`src/rtl/prog_downcounter.sv`:
```
// prog_downcounter: loadable, prescaled down-counter with one-shot,
// auto-reload and free-run modes, a single-cycle terminal-count pulse and a
// mode-dependent level output.
//
// Ports:
//   CLKEXT     in   1        sole clock, rising edge
//   RST_CTR_N  in   1        asynchronous active-low reset
//   EN         in   1        count enable (prescaler and counter)
//   LD         in   1        synchronous load strobe
//   CLR        in   1        synchronous abort (highest priority)
//   DB         in   WIDTH/2  upper half of load value
//   DD         in   WIDTH/2  lower half of load value
//   MODE       in   2        00 one-shot, 01 auto-reload, 10 free-run, 11 one-shot
//   PRESCALE   in   PW       one tick per PRESCALE+1 enabled RUN cycles
//   Q          out  WIDTH    current count
//   TC         out  1        terminal-count pulse
//   CTR_OUT    out  1        one-shot: set at terminal; periodic: toggles at terminal
//   BUSY       out  1        high while in RUN
//
// WIDTH must be even and at least 4.
module prog_downcounter #(
  parameter int unsigned WIDTH = 16,
  parameter int unsigned PW    = 8
) (
  input  logic               CLKEXT,
  input  logic               RST_CTR_N,
  input  logic               EN,
  input  logic               LD,
  input  logic               CLR,
  input  logic [WIDTH/2-1:0] DB,
  input  logic [WIDTH/2-1:0] DD,
  input  logic [1:0]         MODE,
  input  logic [PW-1:0]      PRESCALE,
  output logic [WIDTH-1:0]   Q,
  output logic               TC,
  output logic               CTR_OUT,
  output logic               BUSY
);

  localparam logic [1:0] MODE_RELOAD = 2'b01;
  localparam logic [1:0] MODE_FREE   = 2'b10;

  typedef enum logic [1:0] {
    ST_IDLE = 2'b00,
    ST_RUN  = 2'b01,
    ST_DONE = 2'b10
  } state_e;

  state_e             state_q, state_d;
  logic [WIDTH-1:0]   q_q, q_d;
  logic [WIDTH-1:0]   reload_q, reload_d;
  logic [1:0]         mode_q, mode_d;
  logic [PW-1:0]      presc_q, presc_d;
  logic [PW-1:0]      pcnt_q, pcnt_d;
  logic               tc_q, tc_d;
  logic               ctr_q, ctr_d;
  logic               busy_q, busy_d;
  logic               tick;

  // State and output registers.
  always_ff @(posedge CLKEXT or negedge RST_CTR_N) begin
    if (!RST_CTR_N) begin
      state_q  <= ST_IDLE;
      q_q      <= '0;
      reload_q <= '0;
      mode_q   <= 2'b00;
      presc_q  <= '0;
      pcnt_q   <= '0;
      tc_q     <= 1'b0;
      ctr_q    <= 1'b0;
      busy_q   <= 1'b0;
    end else begin
      state_q  <= state_d;
      q_q      <= q_d;
      reload_q <= reload_d;
      mode_q   <= mode_d;
      presc_q  <= presc_d;
      pcnt_q   <= pcnt_d;
      tc_q     <= tc_d;
      ctr_q    <= ctr_d;
      busy_q   <= busy_d;
    end
  end

  // Next state: CLR beats LD beats tick processing; TC defaults low so it
  // only ever lasts one cycle.
  always_comb begin
    state_d  = state_q;
    q_d      = q_q;
    reload_d = reload_q;
    mode_d   = mode_q;
    presc_d  = presc_q;
    pcnt_d   = pcnt_q;
    tc_d     = 1'b0;
    ctr_d    = ctr_q;
    tick     = 1'b0;

    if (CLR) begin
      state_d = ST_IDLE;
      q_d     = '0;
      pcnt_d  = '0;
      ctr_d   = 1'b0;
    end else if (LD) begin
      reload_d = {DB, DD};
      q_d      = {DB, DD};
      mode_d   = MODE;
      presc_d  = PRESCALE;
      pcnt_d   = '0;
      ctr_d    = 1'b0;
      state_d  = ST_RUN;
    end else if ((state_q == ST_RUN) && EN) begin
      if (pcnt_q == presc_q) begin
        tick   = 1'b1;
        pcnt_d = '0;
      end else begin
        pcnt_d = pcnt_q + PW'(1);
      end

      if (tick) begin
        if (q_q != '0) begin
          q_d = q_q - WIDTH'(1);
        end else begin
          // Terminal event: reaching it from 0 makes a load of N last N+1 ticks.
          tc_d = 1'b1;
          case (mode_q)
            MODE_RELOAD: begin
              q_d   = reload_q;
              ctr_d = ~ctr_q;
            end
            MODE_FREE: begin
              q_d   = '1;
              ctr_d = ~ctr_q;
            end
            default: begin
              state_d = ST_DONE;
              ctr_d   = 1'b1;
            end
          endcase
        end
      end
    end

    busy_d = (state_d == ST_RUN);
  end

  assign Q       = q_q;
  assign TC      = tc_q;
  assign CTR_OUT = ctr_q;
  assign BUSY    = busy_q;

endmodule

```
`config.mk`:
```
export PLATFORM = sky130hd
export DESIGN_NAME = prog_downcounter
export DESIGN_NICKNAME = d
export VERILOG_FILES = /design/src/rtl/prog_downcounter.sv
export SDC_FILE = /design/constraint.sdc
export NUM_CORES = 1
export LEC_CHECK = 0
export CORE_MARGIN = 3
export CORE_UTILIZATION = 55
export CTS_BUF_LIST = sky130_fd_sc_hd__clkbuf_16
export CTS_CLUSTER_SIZE = 20
export DETAILED_ROUTE_END_ITERATION = 6
export GPL_TIMING_DRIVEN = 1
export PLACE_DENSITY = 0.85
export SLEW_MARGIN = 40
export SYNTH_ARGS = -nofsm -noshare
export SYNTH_HDL_FRONTEND = slang
export SYNTH_SLANG_ARGS = --single-unit
```
`constraint.sdc`:
```
create_clock -name CLKEXT -period 5.75 [get_ports CLKEXT]
set_clock_uncertainty 0.1 [all_clocks]
set_input_delay 1.4375 -clock CLKEXT [delete_from_list [all_inputs] [get_ports CLKEXT]]
set_output_delay 1.4375 -clock CLKEXT [all_outputs]
set_load 0.05 [all_outputs]
```
* After elaboration in Yosys (flattened, before gate mapping) *
Cells that the tools add are included.

storage, ports and cells
  input bits = 31
  bits in registers = 55
  logic and storage cells = 59

operators by class
  add/subtract/negate cells = 2
  reductions and logical operators = 9
  bitwise logic cells = 2
  multiplexer cells = 31
  equal/unequal tests = 6

operator list
  operator                                                                number
  16-bit 2-to-1 mux                                                       5
  8-bit 2-to-1 mux                                                        4
  16-bit one-hot mux with 2 select lines                                  1
  16-bit nonzero test                                                     1
  16-bit by 1-bit subtractor with 16-bit output (second input constant)   1
  1-bit 2-to-1 mux                                                        15
  2-bit 2-to-1 mux                                                        6
  8-bit by 1-bit adder with 8-bit output (second input constant)          1
  8-bit equality test                                                     1
  2-bit by 1-bit equality test with 1-bit output (second input constant)  3
  3-bit AND reduction                                                     2
  3-bit nonzero test                                                      2
  5-bit nonzero test                                                      1
  3-bit inequality test (second input constant)                           1
  2-bit equality test (second input constant)                             1
  1-bit inverter                                                          2
  2-bit AND reduction                                                     1
  2-bit OR reduction                                                      1
  1-bit logical AND                                                       1

* Depth between registers and ports, before layout *
Gate-level depths: netlist (run 1).

  word-level depth = 10
  gate-level depth with buffers = 8

* Worst setup path after synthesis (run 1) *
OpenSTA, ideal clock, no wires.

  path type = input to register
  from = in LD
  to = reg q_q[0] (netlist: Q[0])
  setup time = 0.130 ns
  path slack = 2.854 ns
  buffers on the path = 3
  data arrival time = 2.666 ns
  stages = 8
  data required time = 5.520 ns
  cell sequence = clkbuf_1 or2_2 clkbuf_1 nor2_1 nand4b_1 buf_2 nand3b_2 o22ai_1

on the way
  word-level cells in the longest chain between the ends = 2
  elaborated cells on any way between the ends = 6
  those cells by class = mux (2); reduce/logical (4)

ends and longest elaborated chain
  what                                                                              RTL line  source
  start: declaration                                                                28        input logic LD,
  5-bit nonzero test (no source line), or another cell as far along                 -
  3-bit AND reduction (no source line) / 16-bit 2-to-1 mux (equally long branches)  -
  end signal: assignment                                                            74        q_q <= q_d;
  end: declaration                                                                  50        logic [WIDTH-1:0] q_q, q_d;

Parallel ways exist; a longest one is shown, timed or not.
A chain may end at the register's enable or synchronous reset.

* Worst setup path after layout (run 1) *
  from = in LD
  to = reg q_q[1] (netlist: Q[1])

The elaborated chain is that of the path after synthesis.

==> results of run 1 <==
registers in the layout, indices dropped and copies added, names as in the netlist:
signal	cells
reload_q	16
presc_q	8
state_q	2
BUSY	1
TC	1
pcnt_q	8
Q	16
mode_q	2
CTR_OUT	1
cells in the final DEF (no fill, tap or decap), types with 2 or more instances in the layout:
cell,count
sky130_fd_sc_hd__or3_1,5
sky130_fd_sc_hd__nand3_1,11
sky130_fd_sc_hd__and2_1,3
sky130_fd_sc_hd__o21ai_1,2
sky130_fd_sc_hd__nand4_1,10
sky130_fd_sc_hd__a22oi_1,3
sky130_fd_sc_hd__and4_1,2
sky130_fd_sc_hd__xnor2_1,10
sky130_fd_sc_hd__buf_4,2
sky130_fd_sc_hd__inv_1,9
sky130_fd_sc_hd__clkbuf_16,5
sky130_fd_sc_hd__o22ai_1,2
sky130_fd_sc_hd__or4_4,2
sky130_fd_sc_hd__clkdlybuf4s50_1,48
sky130_fd_sc_hd__a31oi_1,15
sky130_fd_sc_hd__a21oi_1,8
sky130_fd_sc_hd__nor4_1,5
sky130_fd_sc_hd__nand2_1,86
sky130_fd_sc_hd__o211ai_1,5
sky130_fd_sc_hd__or4_1,3
sky130_fd_sc_hd__nor3_1,10
sky130_fd_sc_hd__o21ai_0,12
sky130_fd_sc_hd__ha_1,5
sky130_fd_sc_hd__xor2_1,6
sky130_fd_sc_hd__o2bb2ai_1,7
sky130_fd_sc_hd__o31a_1,4
sky130_fd_sc_hd__a211o_1,2
sky130_fd_sc_hd__nor2b_1,2
sky130_fd_sc_hd__dfrtp_1,55
sky130_fd_sc_hd__nor2_1,21
sky130_fd_sc_hd__or2_2,2
routing by layer:
metal / up-vias / share of wire [%] / global-route usage [%]
li1: 1311 / - / -
met1: 1331 / 43 / 34.5
met2: 140 / 47 / 39.3
met3: 14 / 8.3 / 3.70
met4: 0 / 1.5 / 7.09
met5: - / 0 / 0
final cells by class:
class,instances,area (µm²)
Multi-Input combinational cell,264,1550
Tap cell,70,87.6
Sequential cell,55,1380
Clock inverter,2,37.5
Fill cell,432,1530
Clock buffer,5,125
Timing Repair Buffer,51,500
Inverter,9,33.8
through the flow:
stage / cells / hold WS (ns)
floorplan: 348 / 0.340
global placement: 449 / 0.355
detailed placement: 449 / 0.358
CTS: 456 / 0.380
global route: 456 / 0.404
finish: 456 / 0.380
worst max-delay path: stages:
cell                              delay (ns)
sky130_fd_sc_hd__clkdlybuf4s50_1        0.73
sky130_fd_sc_hd__or2_2                  0.54
sky130_fd_sc_hd__nor2_1                 0.12
sky130_fd_sc_hd__nand4b_1               0.48
sky130_fd_sc_hd__and2_1                 0.51
sky130_fd_sc_hd__o22ai_1                0.22
report_power, final:
group          total, mW  internal [mW]  leakage (nW)  switching, mW
Sequential         0.480          0.427         0.710         0.0530
Clock              0.335          0.203        0.0759          0.132
Combinational      0.330          0.130         0.824          0.200
Total               1.15          0.760          1.61          0.385
worst max path at each step:
stage / start / end / slack (ns) / cells past startpoint
after global placement: LD / Q[1] / 1.74 / 6
after CTS: LD / Q[1] / 1.89 / 6
after global routing: LD / Q[1] / 1.68 / 6
after floorplan: LD / Q[0] / 2.85 / 8
final: LD / Q[1] / 1.80 / 6
after detailed placement: LD / Q[1] / 1.64 / 6
logic make-up after synthesis:
kind of cell	after synthesis	share of synthesized area, %
AO/OA/AOI/OAI	67	15.4
XOR/XNOR	16	4.59
adder cells (fa/ha/maj)	5	2.05
buffers and inverters	29	4.34
flip-flops	55	45.1
multiplexers	1	0.328
AND/OR/NAND/NOR	175	28.3
==> results by group, run 1 <==
Clock network
  • Post-CTS setup-driven buffer insertion count: 0
  • Root Driver: sky130_fd_sc_hd__clkbuf_16
  • Clk sink count: 55
  • CTS tree: built
  • H-tree levels: 2
  • Cts bufs inserted: 5
  • Worst-skew pair later-pin latency: 0.29 ns
  • CTS hold repair buffers: 0
  • Deepest clock path buffer count: 2
  • Clk slew on worst S/H paths: 0.07 ns
  • Resize count post-CTS: 0

Power
  • Overall power consumption: 1.15 mW
  • Maximum ir drop on the vdd rail: 0.192 mV
  • Cell area power density: 309 nW/µm²
  • Leakage power: 1.61 nW

Placement
  • Total of buffers placed on input and output ports: 49
  • DPL Wire Length: 5240 µm
  • Placement-stage worst setup slack: 1.64 ns
  • GP Congestion: 0.980
  • Total placed instance area: 3550 µm²

Timing
  • Worst-margin pin slew: 0.846 ns
  • Pins over their slew limit: 0
  • Post-route clock period utilization: 68.7%
  • Number of hold violations in the final report: 0
  • Unrepaired setup endpoints after global routing: false
  • Relative slew slack: 43.4%
  • Min cycle time layout: 3.95 ns
  • Setup-failing EPs final: 0
  • Total negative slack for setup checks: 0 ns
  • Setup slack after layout: 1.80 ns
  • Achievable Freq: 253 MHz

Floorplan
  • Die span in y: 80.5 µm
  • Core region area: 5240 µm²
  • Floorplan die area: 6480 µm²
  • Ports placed on the boundary: 50
  • Number of standard-cell rows in the floorplan: 26
  • Initial Utilization: 58.3%
  • Die Wd: 80.5 µm

Setup path
  • Required time of the critical path: 5.85 ns
  • Startpoint Class: input pin
  • Critical setup path kind: in2reg
  • Endpoint type of the worst setup path: flop
  • Critical register-to-register path startpoint: Q[0]
  • Path depth of the worst reg2reg path: 7
  • Capture instance of the worst register-to-register path: Q[1]
  • CP Max Fanout: 19
  • Register-to-register setup slack: 2.72 ns
  • Arrival time worst endpoint: 4.06 ns

GRT
  • Total global routing overflow: 0
  • Initial antenna violation count: 0
  • Via count of the first global-routing pass: 2568
  • Total track usage: 24.5%
  • First-pass GRT wire length: 12400 µm
  • Maximum number of pins on one net before global-route repair: 56

Worst hold path
  • Number of stages on the worst hold path: 2
  • Min-delay worst type: reg2reg
  • Worst Min Path Start: reload_q[15]
  • End of the worst hold path: reload_q[15]

Logic synthesis
  • Synthesis warning total: 0
  • Asr flop ratio synth: 100%
  • Syn_nets: 384
  • Most numerous cell in the Yosys netlist: sky130_fd_sc_hd__nand2_1
  • Synthesized instance count: 348
  • Prevailing post-synth register cell: sky130_fd_sc_hd__dfrtp_1
  • Area leader, netlist: sky130_fd_sc_hd__dfrtp_1
  • Largest cells by area after synthesis: sky130_fd_sc_hd__dfrtp_1 (45%), sky130_fd_sc_hd__nand2_1 (11%), sky130_fd_sc_hd__a31oi_1 (3.1%)
  • Mapped Avg Cell Area: 8.78 µm²
  • Top post-synthesis cells by count: sky130_fd_sc_hd__nand2_1 (86), sky130_fd_sc_hd__dfrtp_1 (55), sky130_fd_sc_hd__nor2_1 (21)
  • Share of Yosys cell area claimed by the top area cell type: 45.1%
  • Sequential share of the synthesized area: 45.1%
  • Number of enable-type register cells in the synthesized netlist: 0
  • Post-synthesis instance area: 3050 µm²
  • Register bit count reported by yosys: 55
  • Number of library cell types mapped by synthesis: 52

Finish
  • Number of nets at the end of the flow: 422
  • Fraction of final layout cells with drive strength greater than 1: 6.22%
  • P&R area growth vs syn: 21.5%
  • Final design area excluding fillers: 3710 µm²
  • Final Util: 70.9%
  • Count of antenna diodes in the layout: 0

Route
  • Via total after detailed routing: 2796
  • Iter 0 DRT Violations: 196
  • Post-detailed-route via-to-cell ratio: 6.13
  • WL/cell: 16.5 µm
  • Routed Antenna Nets: 0
  • Number of design rule violations left after detail routing: 0
  • Count of TritonRoute iterations in the first routing pass: 5
  • Wire length after detailed routing: 7510 µm

Outcome
  • Result of the run: completed

Flow run
  • Number of maximum-capacitance constraint violations: 0
Note: power is estimated with default switching activity, not from simulation.
==> inputs of run 2 (changes only) <==
--- a/config.mk
+++ b/config.mk
@@ -6,12 +6,12 @@
 export NUM_CORES = 1
 export LEC_CHECK = 0
 export CORE_MARGIN = 3
-export CORE_UTILIZATION = 55
+export CORE_UTILIZATION = 48
 export CTS_BUF_LIST = sky130_fd_sc_hd__clkbuf_16
 export CTS_CLUSTER_SIZE = 20
 export DETAILED_ROUTE_END_ITERATION = 6
 export GPL_TIMING_DRIVEN = 1
-export PLACE_DENSITY = 0.85
+export PLACE_DENSITY = 0.79
 export SLEW_MARGIN = 40
 export SYNTH_ARGS = -nofsm -noshare
 export SYNTH_HDL_FRONTEND = slang
==> constraint.sdc (replaced) <==
create_clock -name CLKEXT -period 3.2 [get_ports CLKEXT]
set_clock_uncertainty 0.1 [all_clocks]
set_input_delay 0.8 -clock CLKEXT [delete_from_list [all_inputs] [get_ports CLKEXT]]
set_output_delay 0.8 -clock CLKEXT [all_outputs]
set_load 0.05 [all_outputs]
==> run 2 against run 1 <==
Cell area is 1.1% higher. Die area rose by 13%. Sequential share of layout area down 0.42 points. Cell count grew 3.1%. Routed wire length rose by 4.3%. Total power grew 74%. Sequential cell count is the same. Highest routed layer unchanged.
==> results by group, run 2 (same netlist as run 1, synthesis figures left out) <==
Placement
  • Total of buffers placed on input and output ports: 49 (unchanged)
  • Placement-stage worst setup slack: 0.424 ns (-1.21 ns)
  • DPL Wire Length: 5560 µm (+6.0%)
  • GP Congestion: 0.941 (-4.0%)

Route
  • Wire length after detailed routing: 7840 µm (+4.3%)
  • WL/cell: 16.7 µm (+1.2%)
  • Via total after detailed routing: 2771 (-0.89%)
  • Count of TritonRoute iterations in the first routing pass: 4 (-1)
  • Routed Antenna Nets: 0 (unchanged)
  • Iter 0 DRT Violations: 268 (+37%)
  • Number of design rule violations left after detail routing: 0 (unchanged)
  • Post-detailed-route via-to-cell ratio: 5.90 (-3.8%)

Floorplan
  • Die Wd: 85.8 µm (+6.5%)
  • Core region area: 6030 µm² (+15%)
  • Floorplan die area: 7360 µm² (+13%)
  • Die span in y: 85.8 µm (+6.5%)
  • Initial Utilization: 50.7% (-7.6 points)
  • Ports placed on the boundary: 50 (unchanged)
  • Number of standard-cell rows in the floorplan: 28 (+7.7%)

Setup path
  • Critical register-to-register path startpoint: Q[4]
  • Capture instance of the worst register-to-register path: Q[1]
  • CP Max Fanout: 10 (-9)
  • Cell with the biggest individual delay on the critical path: sky130_fd_sc_hd__clkdlybuf4s50_1
  • Critical path buffer and inverter count: 1 (unchanged)
  • Arrival time worst endpoint: 1.75 ns (-2.31 ns)
  • Startpoint Class: flop
  • Critical Path, Cell by Cell: clkdlybuf4s50_1
  • Path depth of the worst reg2reg path: 5 (-2)
  • Slowest Stage Delay on Critical Path: 0.88 ns (+0.15 ns)
  • Required time of the critical path: 2.30 ns (-3.55 ns)
  • Register-to-register setup slack: 0.72 ns (-2.00 ns)
  • Critical setup path kind: reg2out
  • Crit path from: Q[4]
  • Endpoint type of the worst setup path: output pin
  • Kind of cell with the highest combined delay on the critical path: buffers and inverters

Timing
  • Worst-margin pin slew: 0.751 ns (-0.0958 ns)
  • Post-route clock period utilization: 83.0%
  • Total negative slack for setup checks: 0 ns (unchanged)
  • Setup slack after layout: 0.545 ns (-1.25 ns)
  • Setup-failing EPs final: 0 (unchanged)
  • Relative slew slack: 49.5% (+6.1 points)
  • Min cycle time layout: 2.65 ns
  • Number of hold violations in the final report: 0 (unchanged)
  • Achievable Freq: 377 MHz
  • Unrepaired setup endpoints after global routing: false
  • Pins over their slew limit: 0 (unchanged)

Power
  • Maximum ir drop on the vdd rail: 0.361 mV (+88%)
  • Cell area power density: 531 nW/µm² (+72%)
  • Leakage power: 1.64 nW (+2.1%)

GRT
  • First-pass GRT wire length: 13000 µm (+5.3%)
  • Total track usage: 22.3% (-2.2 points)
  • Initial antenna violation count: 0 (unchanged)
  • Via count of the first global-routing pass: 2660 (+3.6%)
  • Total global routing overflow: 0 (unchanged)
  • Maximum number of pins on one net before global-route repair: 56 (unchanged)

Clock network
  • Post-CTS setup-driven buffer insertion count: 0 (unchanged)
  • Cts bufs inserted: 5 (unchanged)
  • H-tree levels: 2 (unchanged)
  • Deepest clock path buffer count: 2 (unchanged)
  • Worst-skew pair later-pin latency: 0.29 ns (about the same)
  • CTS tree: built
  • Root Driver: sky130_fd_sc_hd__clkbuf_16
  • Clk sink count: 55 (unchanged)
  • Clk slew on worst S/H paths: 0.07 ns (about the same)
  • CTS hold repair buffers: 0 (unchanged)
  • Resize count post-CTS: 0 (unchanged)

Worst hold path
  • Worst Min Path Start: reload_q[0]
  • Number of stages on the worst hold path: 2 (unchanged)
  • End of the worst hold path: reload_q[0]
  • Min-delay worst type: reg2reg

Finish
  • Filler cell count: 534 (+24%)
  • Multi-input gate area in the final layout: 1550 µm² (-0.16%)
  • Fraction of final layout cells with drive strength greater than 1: 7.59% (+1.4 points)
  • Number of nets at the end of the flow: 430 (+1.9%)
  • P&R area growth vs syn: 22.9%
  • Count of antenna diodes in the layout: 0 (unchanged)
  • Most common cell after layout, fill and taps aside: sky130_fd_sc_hd__nand2_1
  • Sequential standard cell area: 1380 µm² (unchanged)
  • Commonest cells after routing, fill and taps aside: sky130_fd_sc_hd__nand2_1 (86), sky130_fd_sc_hd__dfrtp_1 (55), sky130_fd_sc_hd__clkdlybuf4s50_1 (48)

Outcome
  • Result of the run: completed

Flow run
  • Number of maximum-capacitance constraint violations: 0 (unchanged)
## run 2: changes by cell type in the layout (fill, tap and decap cells not counted)
cell	before	now
sky130_fd_sc_hd__clkinvlp_4	1	0
sky130_fd_sc_hd__buf_4	2	10
sky130_fd_sc_hd__clkinv_1	0	1
sky130_fd_sc_hd__nand2b_1	0	1
sky130_fd_sc_hd__nand2b_2	1	0
sky130_fd_sc_hd__bufinv_16	1	0
sky130_fd_sc_hd__inv_1	9	10
sky130_fd_sc_hd__clkinv_4	0	1
## run 2: through the flow
step | total power [mW] | hold slack (ns) | cell area [µm²] | cells | utilization [%]
finish | 1.99 | 0.375 | 3750 | 470 | 62.3
global route | 2.09 | 0.404 | 3750 | 470 | 62.3
global placement | 1.46 | 0.354 | 3610 | 462 | 59.9
CTS | 2.00 | 0.379 | 3750 | 470 | 62.3
floorplan | 1.26 | 0.340 | 3050 | 348 | -
detailed placement | 1.47 | 0.363 | 3610 | 462 | 59.9
## run 2: worst min-delay path, delay by kind of cell, from the launching register on
family / cells / cell delay [ns]
flops: 1 / 0.34
simple gates: 2 / 0.10
## run 2: worst max path at each step
| stage | endpoint | slack (ns) | cells after the start |
|---|---|---|---|
| floorplan | CTR_OUT | 0.84 | 8 |
| global placement | Q[12] | 0.46 | 5 |
| detailed placement | Q[1] | 0.42 | 6 |
| CTS | Q[4] | 0.56 | 1 |
| global route | Q[0] | 0.51 | 8 |
| finish | Q[4] | 0.55 | 1 |
## run 2: cell type report
cell class,instances,area share [%]
multi-input combinational,264,41.2
sequential,55,36.7
timing repair buffer,59,14.9
clock buffer,5,3.33
tap,75,2.50
inverter,9,0.900
clock inverter,3,0.433
## run 2: where the power goes
part	internal [mW]	switching (mW)	leakage, nW
clock	0.286	0.240	0.0726
combinational	0.244	0.358	0.861
sequential	0.767	0.0974	0.710
total	1.30	0.695	1.64
## run 2: metal layers
metal  track usage, %  share of wire (%)
met5                0                  0
met4             7.19                1.4
met3             4.61                7.4
met2             35.0                 46
met1             31.0                 45
==> inputs of run 3 (changes only) <==
==> constraint.sdc (replaced) <==
create_clock -name CLKEXT -period 2.4 [get_ports CLKEXT]
set_clock_uncertainty 0.1 [all_clocks]
set_input_delay 0.6 -clock CLKEXT [delete_from_list [all_inputs] [get_ports CLKEXT]]
set_output_delay 0.6 -clock CLKEXT [all_outputs]
set_load 0.05 [all_outputs]
==> run 3 against run 2 <==
Critical path depth did not move. Die area is the same. Clock power up 40%. Total power rose by 40%. Non-clock buffer count rose by 30. Combinational power up 55%. Hold slack lost 0.20 ns.
==> results by group, run 3 (same netlist as run 1, synthesis figures left out) <==
Floorplan
  • Initial Utilization: 50.7% (unchanged)
  • Die span in y: 85.8 µm (unchanged)
  • Die Wd: 85.8 µm (unchanged)
  • Floorplan die area: 7360 µm² (unchanged)
  • Core region area: 6030 µm² (unchanged)
  • Number of standard-cell rows in the floorplan: 28 (unchanged)
  • Ports placed on the boundary: 50 (unchanged)

GRT
  • Total track usage: 23.9% (+1.6 points)
  • First-pass GRT wire length: 14000 µm (+7.3%)
  • Initial antenna violation count: 0 (unchanged)
  • Total global routing overflow: 0 (unchanged)
  • Via count of the first global-routing pass: 2881 (+8.3%)
  • Maximum number of pins on one net before global-route repair: 56 (unchanged)

Clock network
  • Post-CTS setup-driven buffer insertion count: 0 (unchanged)
  • Clk sink count: 55 (unchanged)
  • CTS hold repair buffers: 0 (unchanged)
  • H-tree levels: 2 (unchanged)
  • Root Driver: sky130_fd_sc_hd__clkbuf_16
  • Clk slew on worst S/H paths: 0.07 ns (about the same)
  • Cts bufs inserted: 5 (unchanged)
  • Deepest clock path buffer count: 2 (unchanged)
  • CTS tree: built
  • Worst-skew pair later-pin latency: 0.29 ns (about the same)

Setup path
  • Arrival time worst endpoint: 1.67 ns (-0.08 ns)
  • CP Max Fanout: 8 (-2)
  • Critical Path, Cell by Cell: clkdlybuf4s50_1
  • Crit path from: Q[3]
  • Critical path buffer and inverter count: 1 (unchanged)
  • Endpoint type of the worst setup path: output pin
  • Startpoint Class: flop
  • Slowest Stage Delay on Critical Path: 0.86 ns (-0.02 ns)
  • Kind of cell with the highest combined delay on the critical path: buffers and inverters
  • Critical setup path kind: reg2out
  • Cell with the biggest individual delay on the critical path: sky130_fd_sc_hd__clkdlybuf4s50_1
  • Required time of the critical path: 1.70 ns (-0.60 ns)
  • Total stage count of the critical path: 1 (unchanged)
  • Critical register-to-register path startpoint: Q[11]
  • Path depth of the worst reg2reg path: 6 (+1)

Worst hold path
  • Min-delay worst type: in2async

Finish
  • Most common cell after layout, fill and taps aside: sky130_fd_sc_hd__nand2_1
  • Filler cell count: 515 (-3.6%)
  • Number of nets at the end of the flow: 460 (+7.0%)
  • Commonest cells after routing, fill and taps aside: sky130_fd_sc_hd__nand2_1 (86), sky130_fd_sc_hd__dfrtp_1 (55), sky130_fd_sc_hd__buf_4 (44)
  • Fraction of final layout cells with drive strength greater than 1: 16.0% (+8.4 points)
  • Final design area excluding fillers: 3990 µm² (+6.3%)
  • Final Non-Filler Cells: 500 (+6.4%)
  • P&R area growth vs syn: 30.7%
  • Count of antenna diodes in the layout: 0 (unchanged)

Timing
  • Number of hold violations in the final report: 0 (unchanged)
  • Achievable Freq: 422 MHz
  • Total negative slack for setup checks: 0 ns (unchanged)
  • Post-route clock period utilization: 98.8%
  • Pins over their slew limit: 0 (unchanged)
  • Worst-margin pin slew: 0.504 ns (-0.247 ns)
  • Unrepaired setup endpoints after global routing: false
  • Min cycle time layout: 2.37 ns
  • Relative slew slack: 66.3% (+17 points)
  • Setup slack after layout: 0.0293 ns (-0.516 ns)
  • Setup-failing EPs final: 0 (unchanged)

Power
  • Overall power consumption: 2.78 mW (+40%)
  • Cell area power density: 697 nW/µm² (+31%)
  • Maximum ir drop on the vdd rail: 0.388 mV (+7.7%)
  • Leakage power: 1.81 nW (+9.8%)

Route
  • WL/cell: 16.3 µm (-2.1%)
  • Via total after detailed routing: 2859 (+3.2%)
  • Post-detailed-route via-to-cell ratio: 5.72 (-3.0%)
  • Wire length after detailed routing: 8160 µm (+4.2%)
  • Count of TritonRoute iterations in the first routing pass: 4 (unchanged)
  • Routed Antenna Nets: 0 (unchanged)
  • Iter 0 DRT Violations: 158 (-41%)
  • Number of design rule violations left after detail routing: 0 (unchanged)

Placement
  • DPL Wire Length: 6030 µm (+8.6%)
  • GP Congestion: 0.941 (about the same)
  • Placement-stage worst setup slack: -0.0644 ns (-0.489 ns)
  • Number of instances in the placed design: 492 (+6.5%)
  • Total placed instance area: 3840 µm² (+6.2%)
  • Total of buffers placed on input and output ports: 49 (unchanged)

Outcome
  • Result of the run: completed

Flow run
  • Number of maximum-capacitance constraint violations: 0 (unchanged)
==> run 3: layout make-up <==
cell class	instances	area (µm²)	share of cell area [%]
Multi-Input combinational cell	264	1550	38.9
Sequential cell	55	1380	34.5
Timing Repair Buffer	89	786	19.7
Tap cell	75	93.8	2.35
Clock buffer	5	125	3.13
Clock inverter	3	22.5	0.564
Inverter	9	33.8	0.846
==> run 3: per-layer routing <==
metal | up-vias | part of all wire (%) | GRT usage [%]
li1 | 1382 | - | -
met5 | - | 0 | 0
met2 | 113 | 47 | 37.7
met4 | 0 | 1.6 | 7.34
met3 | 10 | 7.1 | 4.61
met1 | 1354 | 44 | 33.4
==> run 3: final timing paths <==
check,to,slack (ns)
setup / recovery,Q[3],0.03
hold / removal,reload_q[4],0.17
setup reg to reg,BUSY,0.17
hold reg to reg,reload_q[15],0.37
max in group asynchronous,Q[14],1.75
min in group CLKEXT,reload_q[15],0.37
==> run 3: timing repair <==
item / in CTS / in global routing
gates resized for setup: 0 / 1
hold endpoints to repair: 0 / 0
setup endpoints to repair: 0 / 6
==> run 3: power by group <==
part	internal [mW]	switching, mW
clock network	0.391	0.348
registers	1.02	0.0895
logic	0.395	0.536
total	1.81	0.974
==> run 3: metrics by stage <==
step                      hold slack, ns  utilization (%)
after global placement             0.355             63.7
final                              0.174             66.2
after detailed placement           0.358             63.7
after floorplan                    0.204                -
after CTS                          0.208             66.1
after global routing               0.218             66.2
==> RTL edit 1, RTL diff (config.mk and constraints of run 3) <==
Register the output `Q` once more; this adds one clock of latency there. The other outputs are not delayed to match.
--- a/src/rtl/prog_downcounter.sv
+++ b/src/rtl/prog_downcounter.sv
@@ -145,3 +145,5 @@
 
-  assign Q       = q_q;
+  always_ff @(posedge CLKEXT) begin
+    Q <= q_q;
+  end
   assign TC      = tc_q;
Behaviour: not the same (a bounded check fails within 4 cycles, from zero or initial values and one cycle with RST_CTR_N low).
==> RTL edit 1 against run 3 <==
The run now ends with negative setup slack left. Sequential share of layout area grew 3.0 points. Routed wire length rose by 6.5%. Cell area grew 13%. Maximum frequency is 1.2% lower. Final cell count grew 7.8%. Global-route usage grew 0.066 points. Worst setup slack worse by 30 ps. Worst hold slack lost 14 ps. Area after synthesis up 9.3%. Total power rose by 21%. Synthesized cell count rose by 4.9%. Sequential cell count is 16 higher. Critical path type is now reg2reg.
==> RTL edit 1: results (changes against run 3) <==
CTS
  • Worst-skew pair later-pin latency: 340 ps (was 290 ps)
  • Inserted Clock Buffers: 9 (was 5)
  • Clock root cell: clkbuf_16 (unchanged)
  • Clock-pin slew on the worst setup and hold paths: 50 ps (was 70 ps)
  • CTS H-tree depth: 3 (was 2)

Critical path
  • Reg2Reg Launch Point: q_q[0] (was Q[11])
  • CP max FO: 6 (was 8)
  • CP Data Arrival Time: 2510 ps (was 1670 ps)
  • Slowest CP cell: or4b_4 (was clkdlybuf4s50_1)
  • Worst R2R Path Depth: 8 (was 6)
  • Critical path's largest stage delay: 490 ps (was 860 ps)
  • Delay-heaviest family, CP: simple AND/OR/NAND/NOR gates (was buffers and inverters)
  • Worst setup endpoint: q_q[15] (was Q[3])

Route
  • WL per Instance: 16.12 um (was 16.32 um)
  • 1st-iter DRT viols: 112 (was 158)
  • Via/cell ratio: 5.731 (was 5.718)
  • Pre-antenna DRT Iters: 5 (was 4)

Power
  • Lkg Pwr: 2.057 nW (was 1.806 nW)
  • Maximum vdd drop: 0.0003983 V (was 0.0003885 V)

Final layout
  • Final #Nets: 494 (was 460)
  • Layout cell share with drive strength beyond 1: 17.97% (was 16.00%)
  • N_diodes: 0 (unchanged)

Timing
  • Setup ws final: -0.3955 ps (was 29.26 ps)
  • Least-Margin Pin Slew: 584.8 ps (was 503.6 ps)
  • Setup Viol. Count Final: 1 (was 0)
  • TNS Setup: -0.3955 ps (was 0 ps)
  • Hold Slack: 160.2 ps (was 173.9 ps)

Global routing
  • Met3 usage: 5.714% (was 4.611%)
  • Vias in the first global route: 3139 (was 2881)
  • Largest net degree at the start of global routing: 31 (was 56)
  • First-pass GRT wire length: 14.37 mm (was 14.00 mm)
  • Antenna violations before repair: 0 (unchanged)
  • Met1 Usage GRT: 27.07% (was 33.40%)
  • GR Util met2: 41.59% (was 37.71%)
  • Overall Global Routing Usage: 23.95% (was 23.88%)

Worst hold path
  • Hold crit path type: in2async (unchanged)

Outcome
  • Status: complete, but fails checks (was complete, no violations)
  • Failing checks: negative setup slack

Floorplanning
  • Die area: 7994 um^2 (was 7356 um^2)

Yosys
  • Synth cell count leaders: 86 x nand2_1, 55 x dfrtp_1, 22 x nor2_1, 21 x o21ai_0, 20 x a21oi_1 (was 86 x nand2_1, 55 x dfrtp_1, 21 x nor2_1, 15 x a31oi_1, 13 x clkbuf_1)
  • Yosys Warn Count: 0 (unchanged)
  • Most area-consuming cells after synthesis: dfrtp_1 41%, nand2_1 9.7%, dfxtp_1 9.6% (was dfrtp_1 45%, nand2_1 11%, a31oi_1 3.1%)
  • Library cells used by synthesis: 55 (was 52)
  • Net count after synthesis: 401 (was 384)
  • Async SR Flop Fraction: 77.46% (was 100.0%)
  • Seq/Total Area, Yosys: 50.81% (was 45.06%)

Placement
  • Placed wire-length estimate: 6.324 mm (was 6.033 mm)
  • IO Port Bufs: 49 (unchanged)
  • RD Place Congestion: 0.9618 (was 0.9406)
  • Area of placed instances: 4175 um^2 (was 3837 um^2)
[RTL edit 1: final cells by class]
type,count,area [um^2]
Clock buffer,9,225.2
Tap cell,77,96.34
Inverter,10,37.54
Fill cell,498,2004
Timing Repair Buffer,98,873.3
Clock inverter,6,25.02
Multi-Input combinational cell,268,1573
Sequential cell,71,1697
[RTL edit 1: kinds of logic after synthesis]
logic type / after synthesis / share of synthesized area (%)
DFF: 71 / 50.81
and+or+nand+nor: 170 / 25.44
adders and majority gates: 5 / 1.873
AOI/OAI and AO/OA: 79 / 14.58
buffers and inverters: 26 / 3.634
xor gates and xnor gates: 14 / 3.672
[RTL edit 1: worst min path at each step]
stage / from / to
detailed placement: q_q[15] / Q[15]
CTS: RST_CTR_N / presc_q[4]
floorplan: RST_CTR_N / BUSY
finish: RST_CTR_N / presc_q[4]
global placement: q_q[15] / Q[15]
global route: RST_CTR_N / presc_q[5]
[RTL edit 1: power breakdown]
part           switching [W]  internal, W  total, W
combinational       0.000468     0.000346  0.000814
sequential         0.0000835      0.00132   0.00140
clock               0.000464     0.000673   0.00114
[RTL edit 1: per-stage QoR]
stage	power, W	worst slack [ps]	cells
global route	0.003499	-103.0	539
floorplan	0.001862	92.34	365
CTS	0.003344	17.67	535
finish	0.003355	-0.3955	539
global placement	0.002182	8.053	518
detailed placement	0.002206	-89.64	518
[RTL edit 1: routing by layer]
metal	wire, um	vias to the layer above
met5	0	-
met4	242	0
met3	482	26
met2	4474	118
met1	3490	1481
li1	-	1464
[RTL edit 1: what timing repair did]
item	CTS	global route
pin swaps	1	7
resized for setup	1	19
buffers inserted	2	4
endpoints found under the setup margin	6	20
==> RTL edit 2, RTL diff (settings of run 3) <==
Without the edit above. Set the parameter `PW` to 9 (it was 8).
--- a/src/rtl/prog_downcounter.sv
+++ b/src/rtl/prog_downcounter.sv
@@ -22,3 +22,3 @@
   parameter int unsigned WIDTH = 16,
-  parameter int unsigned PW    = 8
+  parameter int unsigned PW    = 9
 ) (
Interface: changed (resized PRESCALE); port bits go from 50 to 51. No check against the original RTL was run, so the function may have changed too.
==> RTL edit 2 against run 3 <==
Total power grew 19%. Core utilization is 5.3 points higher. Largest cell class unchanged. Worst setup slack got worse by 1.3 ps. Routed wire length increased by 7.5%. Area after synthesis up 2.1%. Critical path depth grew 6. Cell area grew 9.2%. Largest power group is now the clock network. Sequential cell count rose by 2. Critical endpoint is now Q[10].
==> RTL edit 2: results (changes against run 3) <==
Global routing
  • Met3 usage: 3.517% (was 4.611%)
  • Largest net degree at the start of global routing: 32 (was 56)
  • Overall Global Routing Usage: 24.52% (was 23.88%)
  • Vias in the first global route: 2958 (was 2881)
  • Met1 Usage GRT: 31.51% (was 33.40%)
  • GR Util met2: 41.10% (was 37.71%)
  • First-pass GRT wire length: 14.29 mm (was 14.00 mm)
  • Antenna violations before repair: 0 (unchanged)

Critical path
  • CP Data Arrival Time: 2540 ps (was 1670 ps)
  • CP max FO: 5 (was 8)

Route
  • 1st-iter DRT viols: 270 (was 158)
  • Vias: 2946 (was 2859)
  • Met2 wire length: 4.116 mm (was 3.814 mm)
  • M1 wire length: 3.750 mm (was 3.632 mm)
  • Met3 wire length: 736 um (was 583 um)
  • WL per Instance: 16.77 um (was 16.32 um)

Outcome
  • Status: complete, no violations (unchanged)

CTS
  • Post-cts gate resize count: 4 (was 0)
  • CTS H-tree depth: 3 (was 2)
  • Clock-pin slew on the worst setup and hold paths: 50 ps (was 70 ps)
  • Inserted Clock Buffers: 9 (was 5)
  • Worst-skew pair later-pin latency: 330 ps (was 290 ps)

Yosys
  • Synth cell count leaders: 93 x nand2_1, 57 x dfrtp_1, 26 x nor2_1 (was 86 x nand2_1, 55 x dfrtp_1, 21 x nor2_1, 15 x a31oi_1, 13 x clkbuf_1)
  • Library cells used by synthesis: 46 (was 52)
  • Seq/Total Area, Yosys: 45.73% (was 45.06%)
  • Net count after synthesis: 395 (was 384)

Final layout
  • Layout cell share with drive strength beyond 1: 20.98% (was 16.00%)
  • FILL cells: 463 (was 515)
  • Final #Nets: 480 (was 460)

Placement
  • Placed wire-length estimate: 5.848 mm (was 6.033 mm)
  • RD Place Congestion: 0.9218 (was 0.9406)
  • IO Port Bufs: 50 (was 49)

Power
  • Lkg Pwr: 2.005 nW (was 1.806 nW)
  • Maximum vdd drop: 0.0004898 V (was 0.0003885 V)

Timing
  • Slew headroom: 56.47% (was 66.32%)
## RTL edit 2: cell type report
cell class | instances | area share (%)
Inverter | 7 | 0.6026
Sequential cell | 57 | 32.94
Tap cell | 75 | 2.152
Timing Repair Buffer | 96 | 19.54
Clock buffer | 9 | 5.165
Multi-Input combinational cell | 272 | 37.07
Clock inverter | 7 | 2.525
## RTL edit 2: worst max-delay path, stage by stage, from the launching register on
cell and delay [ps]:
dfrtp_2 390, or4_4 570, buf_6 140, or4_4 430
nor2_4 190, nor2_2 70, o31ai_2 260, a22o_1 150
## RTL edit 2: final timing paths
path                                    end  slack (ps)  cells past startpoint   startpoint
worst max-delay path                  Q[10]          30                      7        Q[11]
worst min-delay path              pcnt_q[2]         190                      1    RST_CTR_N
worst max register to register        Q[10]          30                      7        Q[11]
worst min register to register  reload_q[9]         380                      2  reload_q[9]
max in group asynchronous              Q[1]        1390                      2    RST_CTR_N
min in group CLKEXT             reload_q[9]         380                      2  reload_q[9]
## RTL edit 2: metrics by stage
step	instances	setup TNS, ps	utilization, %	setup WS [ps]	cell area, um^2
floorplan	358	0	-	1.277	3134
global placement	505	-2827	65.02	-227.5	3964
detailed placement	505	-3660	65.02	-265.5	3964
CTS	521	0	70.59	6.274	4303
global route	523	-184.7	71.53	-60.56	4360
finish	523	0	71.53	27.99	4360
## RTL edit 2: logic make-up after synthesis
logic type | after synthesis | share of synthesized area [%]
fa+ha+maj | 5 | 2.006
buf+inv | 29 | 4.132
flops | 57 | 45.73
simple gates | 182 | 28.44
xor+xnor | 21 | 5.897
mux | 1 | 0.3610
compound gates | 63 | 13.44
## RTL edit 2: power by group
group          internal [W]  total (W)  switching, W
logic              0.000322   0.000758      0.000435
registers           0.00106    0.00113     0.0000693
clock network       0.00100    0.00144      0.000438
